File: src/rtl/dispatch_ctrl.sv
// Issue sequencer between the decoder and the ROB/RS/LSB/rename back-end.
// Latency: issue and redirect pulses appear one edge after the instruction is accepted (or released from HOLD/JWAIT).
// Backpressure: ifetch_stall is combinational and holds fetch while any needed resource is full or a JALR base is outstanding.
//
// Ports:
//   clk, rst                  clock, synchronous active-high reset
//   rdy                       global ready; low freezes state and held data, pulses drop to 0
//   rollback                  misprediction flush; discards held instruction and JALR wait
//   dec_*                     decoded instruction fields (resource needs, JALR operands)
//   rob_full/rs_full/lsb_full back-end resource full flags
//   alu_*/lsb_rob_*/lsb_value result broadcast buses snooped for the JALR base
//   ifetch_stall              combinational fetch hold
//   *_issue, redirect         registered one-cycle pulses
//   redirect_pc               registered JALR target, bit 0 cleared
//   state                     IDLE=0, HOLD=1, JWAIT=2
module dispatch_ctrl #(
  parameter int ROB_W = 4,
  parameter int XLEN  = 32
) (
  input  logic             clk,
  input  logic             rst,
  input  logic             rdy,
  input  logic             rollback,
  input  logic             dec_valid,
  input  logic             dec_to_rs,
  input  logic             dec_to_lsb,
  input  logic             dec_to_rf,
  input  logic             dec_is_jalr,
  input  logic             dec_jalr_rdy,
  input  logic [XLEN-1:0]  dec_jalr_base,
  input  logic [ROB_W-1:0] dec_jalr_rob,
  input  logic [XLEN-1:0]  dec_jalr_off,
  input  logic             rob_full,
  input  logic             rs_full,
  input  logic             lsb_full,
  input  logic             alu_rob_config,
  input  logic [ROB_W-1:0] alu_rob_entry,
  input  logic [XLEN-1:0]  alu_value,
  input  logic             lsb_rob_config,
  input  logic [ROB_W-1:0] lsb_rob_entry,
  input  logic [XLEN-1:0]  lsb_value,
  output logic             ifetch_stall,
  output logic             rob_issue,
  output logic             rs_issue,
  output logic             lsb_issue,
  output logic             rf_issue,
  output logic             redirect,
  output logic [XLEN-1:0]  redirect_pc,
  output logic [1:0]       state
);

  typedef enum logic [1:0] {
    IDLE  = 2'd0,
    HOLD  = 2'd1,
    JWAIT = 2'd2
  } state_t;

  state_t cur;
  assign state = cur;

  // Held copy of a blocked instruction. The tag/offset pair doubles as the
  // wait record while in JWAIT.
  logic             h_rs;
  logic             h_lsb;
  logic             h_rf;
  logic             h_jalr;
  logic             h_jrdy;
  logic [XLEN-1:0]  h_base;
  logic [ROB_W-1:0] h_tag;
  logic [XLEN-1:0]  h_off;

  // Broadcast snoop against the held tag; ALU wins when both buses hit.
  logic            alu_hit;
  logic            lsb_hit;
  logic            snoop_hit;
  logic [XLEN-1:0] snoop_val;

  assign alu_hit   = alu_rob_config && (alu_rob_entry == h_tag);
  assign lsb_hit   = lsb_rob_config && (lsb_rob_entry == h_tag);
  assign snoop_hit = alu_hit | lsb_hit;
  assign snoop_val = alu_hit ? alu_value : lsb_value;

  logic dec_blocked;
  logic held_blocked;
  assign dec_blocked  = rob_full | (dec_to_rs & rs_full) | (dec_to_lsb & lsb_full);
  assign held_blocked = rob_full | (h_rs & rs_full) | (h_lsb & lsb_full);

  // A held JALR released in the same cycle its base is broadcast uses the
  // bus value directly, so the broadcast is never lost on the way to JWAIT.
  logic            held_jrdy_eff;
  logic [XLEN-1:0] held_base_eff;
  assign held_jrdy_eff = h_jrdy | snoop_hit;
  assign held_base_eff = h_jrdy ? h_base : snoop_val;

  // Only the IDLE term matters below; any other state stalls regardless.
  assign ifetch_stall = (cur != IDLE) |
                        (dec_valid & (dec_blocked | (dec_is_jalr & ~dec_jalr_rdy)));

  function automatic logic [XLEN-1:0] jalr_target(input logic [XLEN-1:0] base,
                                                  input logic [XLEN-1:0] off);
    logic [XLEN-1:0] sum;
    sum = base + off;
    return {sum[XLEN-1:1], 1'b0};
  endfunction

  always_ff @(posedge clk) begin
    if (rst) begin
      cur         <= IDLE;
      rob_issue   <= 1'b0;
      rs_issue    <= 1'b0;
      lsb_issue   <= 1'b0;
      rf_issue    <= 1'b0;
      redirect    <= 1'b0;
      redirect_pc <= '0;
      h_rs        <= 1'b0;
      h_lsb       <= 1'b0;
      h_rf        <= 1'b0;
      h_jalr      <= 1'b0;
      h_jrdy      <= 1'b0;
      h_base      <= '0;
      h_tag       <= '0;
      h_off       <= '0;
    end else if (rollback) begin
      cur       <= IDLE;
      rob_issue <= 1'b0;
      rs_issue  <= 1'b0;
      lsb_issue <= 1'b0;
      rf_issue  <= 1'b0;
      redirect  <= 1'b0;
      h_rs      <= 1'b0;
      h_lsb     <= 1'b0;
      h_rf      <= 1'b0;
      h_jalr    <= 1'b0;
      h_jrdy    <= 1'b0;
      h_base    <= '0;
      h_tag     <= '0;
      h_off     <= '0;
    end else if (!rdy) begin
      // Freeze everything except the pulses, which must not repeat.
      rob_issue <= 1'b0;
      rs_issue  <= 1'b0;
      lsb_issue <= 1'b0;
      rf_issue  <= 1'b0;
      redirect  <= 1'b0;
    end else begin
      rob_issue <= 1'b0;
      rs_issue  <= 1'b0;
      lsb_issue <= 1'b0;
      rf_issue  <= 1'b0;
      redirect  <= 1'b0;
      case (cur)
        IDLE: begin
          if (dec_valid) begin
            if (dec_blocked) begin
              h_rs   <= dec_to_rs;
              h_lsb  <= dec_to_lsb;
              h_rf   <= dec_to_rf;
              h_jalr <= dec_is_jalr;
              h_jrdy <= dec_jalr_rdy;
              h_base <= dec_jalr_base;
              h_tag  <= dec_jalr_rob;
              h_off  <= dec_jalr_off;
              cur    <= HOLD;
            end else begin
              rob_issue <= 1'b1;
              rs_issue  <= dec_to_rs;
              lsb_issue <= dec_to_lsb;
              rf_issue  <= dec_to_rf;
              if (dec_is_jalr) begin
                if (dec_jalr_rdy) begin
                  redirect    <= 1'b1;
                  redirect_pc <= jalr_target(dec_jalr_base, dec_jalr_off);
                end else begin
                  h_tag <= dec_jalr_rob;
                  h_off <= dec_jalr_off;
                  cur   <= JWAIT;
                end
              end
            end
          end
        end

        HOLD: begin
          if (held_blocked) begin
            if (h_jalr && !h_jrdy && snoop_hit) begin
              h_jrdy <= 1'b1;
              h_base <= snoop_val;
            end
          end else begin
            rob_issue <= 1'b1;
            rs_issue  <= h_rs;
            lsb_issue <= h_lsb;
            rf_issue  <= h_rf;
            if (h_jalr && !held_jrdy_eff) begin
              // Tag and offset are already held for the wait.
              cur <= JWAIT;
            end else begin
              if (h_jalr) begin
                redirect    <= 1'b1;
                redirect_pc <= jalr_target(held_base_eff, h_off);
              end
              cur <= IDLE;
            end
          end
        end

        JWAIT: begin
          if (snoop_hit) begin
            redirect    <= 1'b1;
            redirect_pc <= jalr_target(snoop_val, h_off);
            cur         <= IDLE;
          end
        end

        default: cur <= IDLE;
      endcase
    end
  end

endmodule

File: config.mk
export PLATFORM = sky130hd
export DESIGN_NAME = dispatch_ctrl
export DESIGN_NICKNAME = d
export VERILOG_FILES = /design/src/rtl/dispatch_ctrl.sv
export SDC_FILE = /design/constraint.sdc
export NUM_CORES = 1
export LEC_CHECK = 0
export CORE_MARGIN = 5
export CORE_UTILIZATION = 45
export DETAILED_ROUTE_END_ITERATION = 10
export PLACE_DENSITY = 0.73
export RECOVER_POWER = 25
export SLEW_MARGIN = 20
export SYNTH_ARGS = -nofsm -noshare
export SYNTH_HDL_FRONTEND = slang
export SYNTH_SLANG_ARGS = --single-unit
File: constraint.sdc
create_clock -name clk -period 7.3 [get_ports clk]
set_input_delay 1.46 -clock clk [delete_from_list [all_inputs] [get_ports clk]]
set_output_delay 1.46 -clock clk [all_outputs]
set_load 0.01 [all_outputs]
==> impl_metrics.csv, run 1 <==
group,metric,value,unit
run_status,status,"finished, final reports clean",
die,num_rows,50,
worst_hold_path,hold_depth,2,
worst_setup_path,reg2reg_depth,17,
grt,grt_usage,26.2,%
die,die_area,0.0221,mm2
synthesis,yosysTopAreaCell,"dfxtp_1",
grt,grt_pass1_wl,46200,um
finish,fin_nets,1519,
synthesis,yosys.area.top_type_share,25.7,%
pwr,p_seq_share,37.5,%
timing,clock.fmax,164,MHz
synthesis,synth-async-reset-ratio,0,%
placement,place_worst_setup_slack,0.908,ns
finish,layout_commonest_cell,"nand2_1",
clocking,path_clk_slew,0.08,ns
drt,ant_nets,0,
timing,timing.slew.headroom,36.0,%
worst_setup_path,cp_cell_sequence,"clkdlybuf4s50_1 -> inv_1 -> a221o_1 -> nor3_4 -> buf_4 -> mux2i_1 -> a21oi_1 -> ha_1 -> a21oi_2 -> o211ai_1 -> o2111a_1 -> o21ai_1 -> a21oi_2 -> a221oi_4 -> o21ai_2 -> a2111o_1 -> a41oi_1 -> o211a_1",
worst_setup_path,crit_required,7.61,ns
placement,gp_congestion,0.948,
pwr,vdd_drop_max,0.000142,V
timing,fin_crit,6.11,ns
grt,grt_max_degree,76,
worst_setup_path,critPathMaxStageDelay,0.63,ns
synthesis,syn_area,0.00866,mm2
worst_setup_path,critPathTopFamily,"compound AO/OA/AOI/OAI gates",
clocking,cts_num_sinks,111,
grt,grt_pass1_vias,8706,
clocking,cts_tree,"done",
clocking,clk_latency,0.36,ns
pwr,swShare,33.9,%
clocking,root_buffer,"clkbuf_16",
finish,fillers,1761,
pwr,leakagePower,4.45,nW
worst_setup_path,startpoint_type,"input pin",
worst_setup_path,criticalPathCategory,"input pin to flop",
clocking,hold_buffers,0,
worst_setup_path,crit_path_max_fanout,11,
synthesis,ys_seq_area_share,25.7,%
pwr,p_sw,567,uW
worst_setup_path,critPathCaptureType,"flop",
placement,dp.cells,1544,
drt,wirelength,29400,um
die,core,0.0188,mm2
timing,holdWs,0.455,ns
worst_setup_path,crit_arrival,6.41,ns
finish,utilization,58.8,%
synthesis,yosysUniqueCellTypes,76,
flow_run,max_cap_violations,0,
drt,drt-initial-drc-count,691,
worst_setup_path,crit_cells,18,
synthesis,synth_edf_count,0,
synthesis,syn_nets,1371,
timing,finalMaxSlewViolations,0,
worst_setup_path,cpMaxStageDelayCell,"nor3_4",
pwr,intPower,1.10,mW
placement,dp_hpwl,22100,um
drt,firstDrtPassIters,5,
die,io_pins,195,
timing,setup_ws,1.19,ns
grt,grt_overflow,0,
timing,fin_setup_tns,0,ns
pwr,clockPowerShare,30.1,%
worst_setup_path,cp_common_cell,"a21oi_2",
clocking,clockBufferDepth,2,
clocking,post_cts_buffers,0,
die,start_util,46.0,%
finish,area_growth,27.7,%
timing,fin_crit_sh,83.7,%
drt,vias_per_cell,5.78,
pwr,p_comb_share,32.3,%
clocking,htreeDepth,3,
synthesis,postSynthCellCount,1148,
synthesis,synth-seq-cells,111,
worst_hold_path,hold_class,"flop to flop",
synthesis,syn_area_per_cell,7.55,um2
synthesis,yosysWarnings,0,
clocking,cts_buffers,9,
timing,finalHoldViolCount,0,
drt,wl_per_cell,18.8,um
finish,diodes,0,
timing,rsz0062_at_grt,"false",
synthesis,dominantRegCellSynth,"dfxtp_1",
die,die_h,149,um
finish,drive_gt1_share,4.61,%
die,die_x,149,um
timing,worstMarginPinSlew,0.959,ns
finish,final_cell_mix,"181 x nand2_1, 159 x clkdlybuf4s50_1, 155 x a21oi_1, 111 x dfxtp_1, 109 x nor2_1",
finish,finalNonFillerCells,1561,
placement,io_buffers,193,
grt,grt_antenna_before_repair,0,
pwr,powerDensity,151,mW/mm2
synthesis,synth_area_leaders,"dfxtp_1 26%, ha_1 9.5%, a21oi_1 9.0%",
clocking,cts_resized,0,
timing,skew,0.00619,ns
timing,setup_viol,0,
drt,drc,0,
drt,via_count,9024,
worst_setup_path,cp.buffers_inverters,3,
-- kinds of logic after synthesis --
logic type | share of synthesized area, %
XOR/XNOR | 5.36
adder cells (fa/ha/maj) | 10.0
multiplexers | 4.62
AO/OA/AOI/OAI | 30.6
AND/OR/NAND/NOR | 19.2
flip-flops | 25.7
buffers and inverters | 4.58
other | 0.0433
-- worst paths after layout --
kind / slack (ns) / end / start
worst max-delay path: 1.19 / redirect_pc[30] / alu_rob_entry[1]
worst min-delay path: 0.45 / h_base[5] / h_base[5]
worst max register to register: 2.41 / redirect_pc[30] / h_tag[0]
worst min register to register: 0.45 / h_base[5] / h_base[5]
-- power groups by stage --
stage	clock network [mW]	logic, mW	registers, mW
finish	0.504	0.540	0.628
detailed placement	0	0.531	0.642
global placement	0	0.528	0.642
CTS	0.509	0.535	0.628
floorplan	0	0.326	0.642
global route	0.536	0.589	0.630
-- synth_stat cells, drive strengths merged (28+ instances only) --
library cell  number
a21o              44
a21oi            161
clkbuf            55
dfxtp            111
ha                66
inv               28
mux2i             40
nand2            181
nor2             109
o211ai            38
o21ai             49
xnor2             29
-- stage by stage --
stage	instance area (um2)	power [mW]
6_report	11100	1.67
2_1_floorplan	8660	0.968
5_1_grt	11100	1.75
4_1_cts	11000	1.67
3_5_place_dp	10800	1.17
3_3_place_gp	10800	1.17
-- flip-flops by register name, summed over array words and instances, names as in the netlist --
signal / cells
h_base: 32
lsb_issue: 1
h_off: 32
redirect_pc: 31
state: 2
h_jrdy: 1
redirect: 1
h_jalr: 1
rob_issue: 1
h_lsb: 1
rf_issue: 1
h_tag: 4
h_rs: 1
h_rf: 1
rs_issue: 1
-- worst min-delay path, delay by kind of cell, from the launching register on --
kind | cells | cell delay (ns)
AO/OA/AOI/OAI | 1 | 0.05
AND/OR/NAND/NOR | 1 | 0.05
flip-flops | 1 | 0.32
-- cell type report --
type | instances | area, um2 | area share (%)
multi-input cells | 940 | 6060 | 54.8
flip-flops and latches | 111 | 2220 | 20.1
repair buffers | 206 | 2060 | 18.6
well taps | 260 | 325 | 2.94
clock buffers | 10 | 239 | 2.16
inverters | 28 | 105 | 0.950
clock inverters | 6 | 52.6 | 0.475
-- layer usage --
layer / routed length, um / vias up / GRT usage [%]
met2: 14300 / 345 / 46.0
met3: 2040 / 58 / 3.37
met4: 966 / 0 / 9.93
met1: 12100 / 4198 / 32.7
met5: 0 / - / 0
li1: - / 4423 / -
Note: power is estimated with default switching activity, not from simulation.
==> run 2, diff against run 1 <==
--- a/config.mk
+++ b/config.mk
@@ -8,7 +8,7 @@
 export CORE_MARGIN = 5
 export CORE_UTILIZATION = 45
 export DETAILED_ROUTE_END_ITERATION = 10
-export PLACE_DENSITY = 0.73
+export PLACE_DENSITY = 0.76
 export RECOVER_POWER = 25
 export SLEW_MARGIN = 20
 export SYNTH_ARGS = -nofsm -noshare
==> constraint.sdc (replaced) <==
create_clock -name clk -period 5.55 [get_ports clk]
set_input_delay 1.11 -clock clk [delete_from_list [all_inputs] [get_ports clk]]
set_output_delay 1.11 -clock clk [all_outputs]
set_load 0.01 [all_outputs]
==> impl_metrics.csv, run 2 (synthesis gave the netlist of run 1 again) <==
group,metric,value,unit
run_status,status,"finished, final reports clean",
worst_setup_path,critPathMaxStageDelay,0.50,ns
grt,gr-usage-met1,31.8,%
die,die_h,149,um
die,core,0.0188,mm2
clocking,hold_buffers,0,
worst_hold_path,hold_class,"flop to flop",
worst_setup_path,timing.rr.start,"state[0]",
grt,use_met3,3.92,%
timing,skew,0.00777,ns
placement,gp_congestion,0.929,
worst_hold_path,worstHoldStart,"h_base[17]",
grt,grt_use_met2,44.4,%
drt,wl_per_cell,18.6,um
timing,clock.fmax,194,MHz
finish,reg_top3,"h_base (32), h_off (32), redirect_pc (31)",
clocking,cts_num_sinks,111,
worst_setup_path,cp_cell_sequence,"clkdlybuf4s50_1 -> inv_1 -> a221o_1 -> nor3_4 -> buf_12 -> mux2i_1 -> a21oi_1 -> ha_1 -> nor2b_1 -> o21ai_1 -> a2111oi_2 -> nor3_4 -> buf_4 -> o31ai_1 -> a21o_1 -> a21oi_1 -> xor2_1 -> o21ai_0",
finish,diodes,0,
finish,utilization,59.2,%
timing,holdWs,0.453,ns
timing,worstMarginPinSlew,1.10,ns
worst_setup_path,rrSetupSlack,1.16,ns
drt,via_count,9104,
drt,drt-initial-drc-count,775,
timing,fin_setup_tns,0,ns
grt,grt_antenna_before_repair,0,
grt,top_usage_layer,"met2",
timing,setup_viol,0,
drt,firstDrtPassIters,6,
worst_setup_path,startpoint_type,"input pin",
clocking,post_cts_buffers,0,
worst_setup_path,crit_required,5.83,ns
placement,dp_hpwl,22400,um
worst_hold_path,min_to,"h_base[17]",
drt,drc,0,
clocking,cts_tree,"done",
timing,timing.slew.headroom,26.2,%
drt,wirelength,29200,um
timing,fin_crit_sh,93.0,%
finish,drive_gt1_share,5.26,%
worst_setup_path,crit_arrival,5.44,ns
finish,final_cell_mix,"181 x nand2_1, 159 x clkdlybuf4s50_1, 155 x a21oi_1, 111 x dfxtp_1, 109 x nor2_1",
clocking,clockBufferDepth,2,
timing,fin_crit,5.16,ns
pwr,vdd_drop_max,0.000146,V
grt,grt_overflow,0,
finish,layout_commonest_cell,"nand2_1",
drt,vias_per_cell,5.80,
pwr,powerDensity,200,mW/mm2
clocking,root_buffer,"clkbuf_16",
grt,grt_usage,25.6,%
worst_setup_path,cpMaxStageDelayCell,"a2111oi_2",
worst_setup_path,cp.buffers_inverters,4,
worst_setup_path,critPathCaptureType,"flop",
clocking,path_clk_slew,0.07,ns
flow_run,max_cap_violations,0,
clocking,clk_latency,0.36,ns
worst_setup_path,criticalPathCategory,"input pin to flop",
die,io_pins,195,
die,num_rows,50,
grt,grt_pass1_vias,8685,
worst_setup_path,rr_endpoint,"redirect_pc[20]",
die,die_x,149,um
timing,rsz0062_at_grt,"false",
timing,finalHoldViolCount,0,
pwr,leakagePower,4.51,nW
die,die_area,0.0221,mm2
finish,fin_nets,1529,
clocking,cts_buffers,9,
drt,ant_nets,0,
placement,io_buffers,193,
finish,area_growth,28.7,%
worst_hold_path,hold_depth,2,
worst_setup_path,critPathTopFamily,"compound AO/OA/AOI/OAI gates",
clocking,htreeDepth,3,
worst_setup_path,crit_path_max_fanout,17,
grt,grt_max_degree,74,
worst_setup_path,reg2reg_depth,17,
die,start_util,46.0,%
timing,finalMaxSlewViolations,0,
grt,grt_pass1_wl,45300,um
clocking,cts_resized,0,
run 2: cell types whose count changed in the layout (fill, tap and decap cells not counted), sizes merged:
| cell | before | now |
|---|---|---|
| inv | 31 | 29 |
| clkbuf | 11 | 13 |
| buf | 12 | 22 |
| clkinvlp | 2 | 0 |
| bufinv | 0 | 1 |
| clkinv | 1 | 2 |
run 2: layout make-up:
cell class	instances	area [um2]
inverters	28	105
fillers	1742	7680
well taps	260	325
repair buffers	216	2130
multi-input cells	940	6060
clock inverters	4	52.6
clock buffers	12	256
flip-flops and latches	111	2220
run 2: per-layer routing:
metal | routed length, um | part of all wire (%)
met1 | 12000 | 41
met2 | 14000 | 48
met5 | 0 | 0
met3 | 2060 | 7.0
met4 | 1170 | 4.0
run 2: how the worst max path moves through the flow:
| stage | start | cells after the start | endpoint |
|---|---|---|---|
| 3_3_place_gp | alu_rob_entry[1] | 18 | redirect_pc[30] |
| 6_report | alu_rob_entry[1] | 18 | redirect_pc[20] |
| 4_1_cts | alu_rob_entry[1] | 18 | redirect_pc[20] |
| 3_5_place_dp | alu_rob_entry[1] | 18 | redirect_pc[20] |
| 5_1_grt | alu_rob_entry[1] | 18 | redirect_pc[20] |
| 2_1_floorplan | alu_rob_entry[0] | 17 | redirect_pc[30] |
run 2: worst register-to-register path: stages, from the launching register on:
cell and delay (ns):
dfxtp_1 0.41, inv_1 0.09, ha_1 0.25, nand2b_2 0.38
nor2b_1 0.24, a21oi_1 0.15, nand3b_1 0.22, fa_1 0.47
nor2b_1 0.23, o21ai_1 0.15, a2111oi_2 0.50, nor3_4 0.08
buf_4 0.17, o31ai_1 0.41, a21o_1 0.19, a21oi_1 0.07
xor2_1 0.15, o21ai_0 0.16
run 2: report_power, final:
group | internal, mW | leakage, nW | switching, mW
clock | 0.378 | 0.153 | 0.313
combinational | 0.318 | 3.46 | 0.398
sequential | 0.814 | 0.897 | 0.0114
total | 1.51 | 4.51 | 0.722
run 2: per-stage QoR:
step                      cells  power [mW]  cell area (um2)  setup WS [ns]
final                      1571        2.23            11100          0.389
after global routing       1571        2.34            11100         0.0596
after CTS                  1571        2.24            11200          0.417
after detailed placement   1555        1.55            10800         0.0921
after global placement     1555        1.55            10800          0.140
after floorplan            1148        1.27             8660          0.708
==> run 3, diff against run 2 <==
--- a/config.mk
+++ b/config.mk
@@ -5,6 +5,8 @@
 export SDC_FILE = /design/constraint.sdc
 export NUM_CORES = 1
 export LEC_CHECK = 0
+export CAP_MARGIN = 0
+export CORE_ASPECT_RATIO = 1.1
 export CORE_MARGIN = 5
 export CORE_UTILIZATION = 45
 export DETAILED_ROUTE_END_ITERATION = 10
==> impl_metrics.csv, run 3 (synthesis gave the netlist of run 1 again) <==
group,metric,value,unit
run_status,status,"finished, final reports clean",
timing,finalMaxSlewViolations,0,
finish,fin_area,0.0112,mm2
clocking,post_cts_buffers,0,
pwr,leakagePower,4.54,nW
timing,timing.slew.headroom,50.0,%
pwr,powerDensity,201,mW/mm2
clocking,root_buffer,"clkbuf_16",
grt,grt_pass1_wl,45600,um
die,die_h,156,um
grt,grt_max_degree,54,
pwr,swShare,32.9,%
die,core,0.0190,mm2
flow_run,max_cap_violations,0,
timing,fin_setup_tns,0,ns
pwr,p_sw,740,uW
timing,holdWs,0.454,ns
pwr,clockPowerShare,31.2,%
timing,rsz0062_at_grt,"false",
grt,grt_overflow,0,
worst_setup_path,startpoint_type,"input pin",
die,start_util,45.5,%
pwr,vdd_drop_max,0.000158,V
drt,wl_per_cell,18.6,um
worst_setup_path,critPathCaptureType,"flop",
clocking,clockBufferDepth,2,
die,die_area,0.0221,mm2
clocking,htreeDepth,3,
clocking,hold_buffers,0,
grt,grt_pass1_vias,8929,
finish,area_growth,29.2,%
worst_setup_path,crit_arrival,5.49,ns
timing,fin_crit_sh,93.3,%
clocking,cts_buffers,9,
finish,final_cell_mix,"181 x nand2_1, 159 x clkdlybuf4s50_1, 155 x a21oi_1, 111 x dfxtp_1, 109 x nor2_1",
pwr,p_comb_share,32.0,%
finish,layout_commonest_cell,"nand2_1",
drt,via_count,9120,
timing,worstMarginPinSlew,0.749,ns
die,io_pins,195,
pwr,power,2.25,mW
drt,firstDrtPassIters,5,
worst_setup_path,crit_path_max_fanout,21,
clocking,path_clk_slew,0.08,ns
timing,skew,0.0114,ns
worst_setup_path,crit_required,5.86,ns
drt,vias_per_cell,5.83,
finish,fin_nets,1535,
drt,drt-initial-drc-count,672,
timing,clock.fmax,193,MHz
die,num_rows,53,
timing,setup_viol,0,
grt,grt_antenna_before_repair,1,
placement,placed_area,0.0109,mm2
drt,wirelength,29200,um
die,die_x,142,um
grt,grt_usage,25.6,%
placement,dp_hpwl,22600,um
drt,drc,0,
clocking,cts_resized,0,
finish,reg_top3,"h_base (32), h_off (32), redirect_pc (31)",
clocking,cts_tree,"done",
placement,io_buffers,193,
timing,fin_crit,5.18,ns
clocking,cts_num_sinks,111,
pwr,intPower,1.51,mW
finish,drive_gt1_share,5.77,%
placement,gp_congestion,0.946,
clocking,clk_latency,0.37,ns
drt,ant_nets,0,
worst_hold_path,hold_class,"flop to flop",
worst_setup_path,criticalPathCategory,"input pin to flop",
timing,finalHoldViolCount,0,
pwr,p_seq_share,36.7,%
run 3: cell types whose count changed in the layout (fill, tap and decap cells not counted), sizes merged:
cell,previous run,this run
clkinv,2,1
clkbuf,13,11
clkinvlp,0,1
inv,29,31
buf,22,28
diode,0,1
run 3: final timing paths:
kind                    start         endpoint  slack [ns]  depth (start not counted)
max          alu_rob_entry[1]  redirect_pc[30]        0.37                         18
max reg2reg          state[0]  redirect_pc[28]        0.95                         17
min                h_base[15]       h_base[15]        0.45                          2
min reg2reg        h_base[15]       h_base[15]        0.45                          2
run 3: layer usage:
metal  part of all wire [%]  up-vias  track usage [%]  routed length, um
met5                      0        -                0                  0
met1                     40     4212             30.5              11600
met2                     48      365             44.4              14100
li1                       -     4456                -                  -
met3                    6.6       87             3.81               1930
met4                    5.3        0             13.3               1540
run 3: cell type report:
cell class              count  area (um2)
diodes                      1        2.50
clock buffers              10         239
clock inverters             6        72.6
fillers                  1767        7840
inverters                  28         105
multi-input cells         940        6060
flip-flops and latches    111        2220
well taps                 247         309
repair buffers            222        2180
run 3: worst max-delay path: stages:
cell	delay, ns
clkdlybuf4s50_1	0.48
inv_1	0.04
a221o_1	0.41
nor3_4	0.24
buf_12	0.23
mux2i_1	0.26
a21oi_1	0.10
ha_1	0.36
a21o_1	0.24
a21oi_4	0.20
a2111oi_2	0.12
nor3_4	0.28
a21oi_2	0.16
a221oi_4	0.35
o21ai_2	0.13
a2111o_1	0.41
a41oi_1	0.20
o211a_1	0.16
run 3: per-stage QoR:
step / setup slack (ns) / util [%] / cells
floorplan: 0.708 / - / 1148
global placement: 0.116 / 57.0 / 1547
detailed placement: 0.0447 / 57.0 / 1547
CTS: 0.397 / 58.7 / 1563
global route: 0.0993 / 58.8 / 1565
finish: 0.370 / 58.8 / 1565
run 3: power by group through the flow:
stage	clock network, mW	logic [mW]	registers (mW)
after CTS	0.710	0.714	0.826
after floorplan	0	0.428	0.844
after detailed placement	0	0.709	0.844
after global placement	0	0.701	0.844
after global routing	0.739	0.783	0.828
final	0.702	0.720	0.825
